--- src/rtl/gb_timer.sv ---
`timescale 1ns/1ps
// gb_timer: Game Boy DIV/TIMA/TMA/TAC timer block.
// A 16-bit system counter advances on each `tick`. TIMA counts falling edges
// of a TAC-selected counter bit, reloads from TMA on overflow, and raises a
// one-clock `irq` on the clock after the overflow.
// Build option: define GB_TIMER_DIV_GLITCH_EN so that falling edges caused by
// DIV or TAC writes also increment TIMA, as on DMG silicon.
module gb_timer #(
   parameter logic [15:0] BASE_ADDR = 16'hFF04
) (
   input  logic        clock,
   input  logic        reset,
   input  logic        tick,
   input  logic [15:0] addr,
   input  logic        wr,
   input  logic [7:0]  din,
   output logic [7:0]  dout,
   output logic        hit,
   output logic        irq
);

   // register offsets from BASE_ADDR
   localparam logic [1:0] OFF_DIV  = 2'd0;
   localparam logic [1:0] OFF_TIMA = 2'd1;
   localparam logic [1:0] OFF_TMA  = 2'd2;
   localparam logic [1:0] OFF_TAC  = 2'd3;

   logic [15:0] sys_cnt;
   logic [7:0]  tima;
   logic [7:0]  tma;
   logic [2:0]  tac;
   logic        sel_prev;
   logic        ovf_pend;

   logic [15:0] offset;
   logic        wr_div, wr_tima, wr_tma, wr_tac;
   logic [15:0] cnt_nxt;
   logic [2:0]  tac_nxt;
   logic        bit_nxt;
   logic        sel_nxt;
   logic        fall;
   logic        inc;
   logic        ovf;

   // Modular subtraction keeps the range test correct for any BASE_ADDR:
   // addresses below the base wrap to large offsets and miss.
   assign offset = addr - BASE_ADDR;
   assign hit    = (offset[15:2] == 14'd0);

   assign wr_div  = wr & hit & (offset[1:0] == OFF_DIV);
   assign wr_tima = wr & hit & (offset[1:0] == OFF_TIMA);
   assign wr_tma  = wr & hit & (offset[1:0] == OFF_TMA);
   assign wr_tac  = wr & hit & (offset[1:0] == OFF_TAC);

   // next system counter: a DIV write beats a same-cycle tick
   always_comb begin
      cnt_nxt = sys_cnt;
      if (wr_div)
         cnt_nxt = 16'h0000;
      else if (tick)
         cnt_nxt = sys_cnt + 16'd1;
   end

   assign tac_nxt = wr_tac ? din[2:0] : tac;

   // selected bit, taken from the post-update counter and TAC so the tick
   // that clears the bit bumps TIMA on that same edge
   always_comb begin
      bit_nxt = 1'b0;
      unique case (tac_nxt[1:0])
         2'b00: bit_nxt = cnt_nxt[9];
         2'b01: bit_nxt = cnt_nxt[3];
         2'b10: bit_nxt = cnt_nxt[5];
         2'b11: bit_nxt = cnt_nxt[7];
      endcase
   end

   assign sel_nxt = tac_nxt[2] & bit_nxt;

   // sel_prev always holds the sel of the current register state
   assign fall = sel_prev & ~sel_nxt;

`ifdef GB_TIMER_DIV_GLITCH_EN
   // any falling edge counts, including ones produced by DIV/TAC writes
   assign inc = fall;
`else
   // write-induced edges are swallowed; sel_prev still reloads post-write
   assign inc = fall & ~(wr_div | wr_tac);
`endif

   // a TIMA write in the same clock overrides the increment and the overflow
   assign ovf = inc & (tima == 8'hFF) & ~wr_tima;

   // counter, TAC and edge-tracking state
   always_ff @(posedge clock) begin
      if (reset) begin
         sys_cnt  <= 16'h0000;
         tac      <= 3'b000;
         sel_prev <= 1'b0;
         ovf_pend <= 1'b0;
      end else begin
         sys_cnt  <= cnt_nxt;
         tac      <= tac_nxt;
         sel_prev <= sel_nxt;
         ovf_pend <= ovf;
      end
   end

   // TIMA/TMA: reload uses the pre-write TMA even if TMA is written now
   always_ff @(posedge clock) begin
      if (reset) begin
         tima <= 8'h00;
         tma  <= 8'h00;
      end else begin
         if (wr_tma)
            tma <= din;
         if (wr_tima)
            tima <= din;
         else if (ovf)
            tima <= tma;
         else if (inc)
            tima <= tima + 8'd1;
      end
   end

   // ovf_pend is a flop that self-clears, so irq is a registered one-clock pulse
   assign irq = ovf_pend;

   // read mux; unmapped addresses float high like an open bus
   always_comb begin
      dout = 8'hFF;
      if (hit) begin
         unique case (offset[1:0])
            OFF_DIV:  dout = sys_cnt[15:8];
            OFF_TIMA: dout = tima;
            OFF_TMA:  dout = tma;
            OFF_TAC:  dout = {5'b11111, tac};
         endcase
      end
   end

endmodule

--- config.mk ---
export PLATFORM = sky130hd
export DESIGN_NAME = gb_timer
export DESIGN_NICKNAME = d
export VERILOG_FILES = /design/src/rtl/gb_timer.sv
export SDC_FILE = /design/constraint.sdc
export NUM_CORES = 1
export LEC_CHECK = 0
export CAP_MARGIN = 0
export CORE_AREA = 2 2 83 85
export DETAILED_ROUTE_END_ITERATION = 16
export DIE_AREA = 0 0 85 87
export GPL_TIMING_DRIVEN = 1
export PLACE_DENSITY = 0.62
export SLEW_MARGIN = 20
export SYNTH_ARGS = -nofsm -noshare
export SYNTH_HDL_FRONTEND = slang
export SYNTH_SLANG_ARGS = --single-unit
export TNS_END_PERCENT = 10
--- constraint.sdc ---
create_clock -name clock -period 2.6 [get_ports clock]
set_input_delay 0.26 -clock clock [delete_from_list [all_inputs] [get_ports clock]]
set_output_delay 0.26 -clock clock [all_outputs]
set_load 0.01 [all_outputs]
==> results.toml <==
[outcome]
run_status = "finished clean"

[power]
ir_drop_v = 0.000200
switching_power_w = 0.000243
p_int_w = 0.000836
sw_frac_of_total_pct = 22.5
p_total_w = 0.00108
pwr-share-clk_pct = 37.5
power_density_mw_per_mm2 = 387
combPwrFrac_pct = 9.2
p_leak_nw = 1.07
pwr-share-seq_pct = 53.2

[synthesis]
synth_area_leaders = "dfxtp_1 (36%), mux2i_1 (7.2%), nor2_1 (5.9%)"
ys_types = 48
synth_fp_nets = 271
syn_area_mm2 = 0.00208
ys_async_sr_fraction_pct = 0
avgSynthCellArea_um2 = 8.64
synth-seq-cells = 37
synth_top_area_share_pct = 35.6
yosysTopAreaCell = "dfxtp_1"
synth_ff_type = "dfxtp_1"
synth_edf_count = 0
seq_area_frac_synth_pct = 35.6
synthCells = 241
synth_warnings = 0

[global_routing]
grtUsageMet2_pct = 23.6
gr-max-usage-layer = "met2"
grt_max_degree = 17
grt_use_met1_pct = 19.4
antenna_found_initial = 0
grt_use_met3_pct = 2.94
grt_usage_pct = 14.5
gr-total-overflow = 0
grt_pass1_vias = 1766
grt_pass1_wl_um = 8620

[critical_path]
cp.arrival_ns = 2.61
worstPathCellList = "clkdlybuf4s50_1 -> nand4_1 -> or4_4 -> clkinv_4 -> nand2_4 -> and2_4 -> a22o_4 -> a31oi_4 -> buf_12 -> mux2i_2 -> o21ai_1"
crit_path_top_delay_cell = "or4_4"
cpPeakStageDelay_ns = 0.56
critPathCaptureType = "register"
crit_required_ns = 2.78
criticalPathCategory = "in2reg"
cp_top_family = "simple AND/OR/NAND/NOR gates"
crit_fanout = 6
critPathLaunchType = "primary input"
worst-path-buf-inv = 3

[timing]
whs_ns = 0.531
clock_skew_ns = 0.00331
hold_viol = 0
timing.fmax_mhz = 411
setup-violations-final = 0
slew_viol_final = 0
relSlewSlack_pct = 66.9
setup_ws_ns = 0.164
period_share_pct = 93.7
rsz0062_at_grt = "no"
finalCriticalPeriod_ns = 2.44
tightest_slew_ns = 0.493

[floorplanning]
die_w_um = 85
die_h_um = 87
coreArea_mm2 = 0.00657
ios = 38
die_area_mm2 = 0.00740
rows = 30
start_util_pct = 31.7

[final_layout]
finish.net_count = 324
layout_common_cells = "dfxtp_1 (37), nor2_1 (33), nand2_1 (30), clkdlybuf4s50_1 (24), buf_4 (15)"
layout_commonest_cell = "dfxtp_1"
antenna_cells = 0
syn2layout_area_growth_pct = 33.8
fill_cells = 644
final_area_mm2 = 0.00279
drive_above_1_share_pct = 16.7

[clocking]
cts_made_buffers = 5
hold_buffers = 0
cts_tree = "yes"
cts_sinks = 37
path_clk_slew_ns = 0.07
cts-root-buf = "clkbuf_8"
h-tree-depth = 2
cts.path.max_buffers = 2
clk_latency_ns = 0.28

[placed_design]
gp_congestion = 0.802
place_area_mm2 = 0.00265
post-place-ws_ns = -0.442
dp_hpwl_um = 3880
io_buffers = 37

[drt]
first_pass_iters = 4
drtIter0Drc = 73
wl_um = 5240
ant_nets = 0
drc = 0
vias = 1900
viasPerCell = 5.08
wl_per_cell_um = 14.0

[worst_hold_path]
hp-class = "reg2reg"

[run]
cap_violations = 0
## repair_timing
action	CTS	global route
setup endpoints to repair	31	41
gates cloned	0	1
pin swaps	2	5
resized for setup	13	6
setup buffers	0	1
## cell families (layout without fill, tap and decap cells)
group / Yosys count / after routing / synth area share (%)
flops: 37 / 37 / 35.6
compound gates: 37 / 37 / 13.0
fa+ha+maj: 2 / 2 / 1.20
simple gates: 109 / 109 / 25.8
mux: 25 / 25 / 14.4
xor+xnor: 17 / 17 / 7.15
buf+inv: 14 / 67 / 2.94
## worst min-delay path: cells and delay by family, from the launching register on
| kind | cells | cell delay (ns) |
|---|---|---|
| compound gates | 1 | 0.06 |
| buf+inv | 1 | 0.07 |
| flops | 1 | 0.36 |
## metrics by stage
| stage | TNS [ns] | util (%) | instances |
|---|---|---|---|
| after detailed placement | -13.12 | 40.3 | 365 |
| after global routing | 0 | 42.4 | 374 |
| final | 0 | 42.4 | 374 |
| after global placement | -12.23 | 40.3 | 365 |
| after floorplan | 0 | - | 241 |
| after CTS | -0.860 | 41.6 | 372 |
## final timing paths
check	endpoint	slack, ns	depth (start not counted)	startpoint
min	tima[0]$_SDFFE_PP0P_	0.53	2	tima[0]$_SDFFE_PP0P_
max	tima[3]$_SDFFE_PP0P_	0.16	11	addr[14]
min reg2reg	tima[0]$_SDFFE_PP0P_	0.53	2	tima[0]$_SDFFE_PP0P_
max reg2reg	tima[3]$_SDFFE_PP0P_	0.38	9	sys_cnt[2]$_SDFFE_PP0P_
## synth_stat cells, types with 6 or more instances
cell      count
nor2_1       33
xor2_1       11
nand2b_1      6
dfxtp_1      37
o21ai_1       9
nand4_1       7
mux2_2        6
mux2i_1      15
o22ai_1       6
clkbuf_1      8
xnor2_1       6
nand3_1      10
nand2_1      30
## state kept, by name, indices dropped and copies added, names as in the netlist
register	flops
tma	8
irq	1
sel_prev	1
sys_cnt	16
tac	3
tima	8
## layer usage
| metal | wire length, um | vias to the layer above | part of all wire, % |
|---|---|---|---|
| li1 | - | 958 | - |
| met1 | 2440 | 880 | 47 |
| met2 | 2460 | 57 | 47 |
| met3 | 282 | 5 | 5.4 |
| met4 | 51 | 0 | 0.97 |
| met5 | 0 | - | 0 |
## power groups by stage
| stage | sequential (W) | combinational, W | clock [W] |
|---|---|---|---|
| after floorplan | 0.000586 | 0.0000349 | 0 |
| after global placement | 0.000587 | 0.000100 | 0 |
| after detailed placement | 0.000587 | 0.000101 | 0 |
| after CTS | 0.000574 | 0.000101 | 0.000419 |
| after global routing | 0.000575 | 0.000107 | 0.000443 |
| final | 0.000574 | 0.0000997 | 0.000405 |
## final cells by class
class / count / area [um^2] / share of cell area, %
clock buffer: 7 / 86.3 / 3.10
inverter: 5 / 23.8 / 0.853
multi-input combinational: 190 / 1290 / 46.4
sequential: 37 / 741 / 26.6
tap: 80 / 100 / 3.59
timing repair buffer: 55 / 542 / 19.4
(Power assumes the default switching activity.)
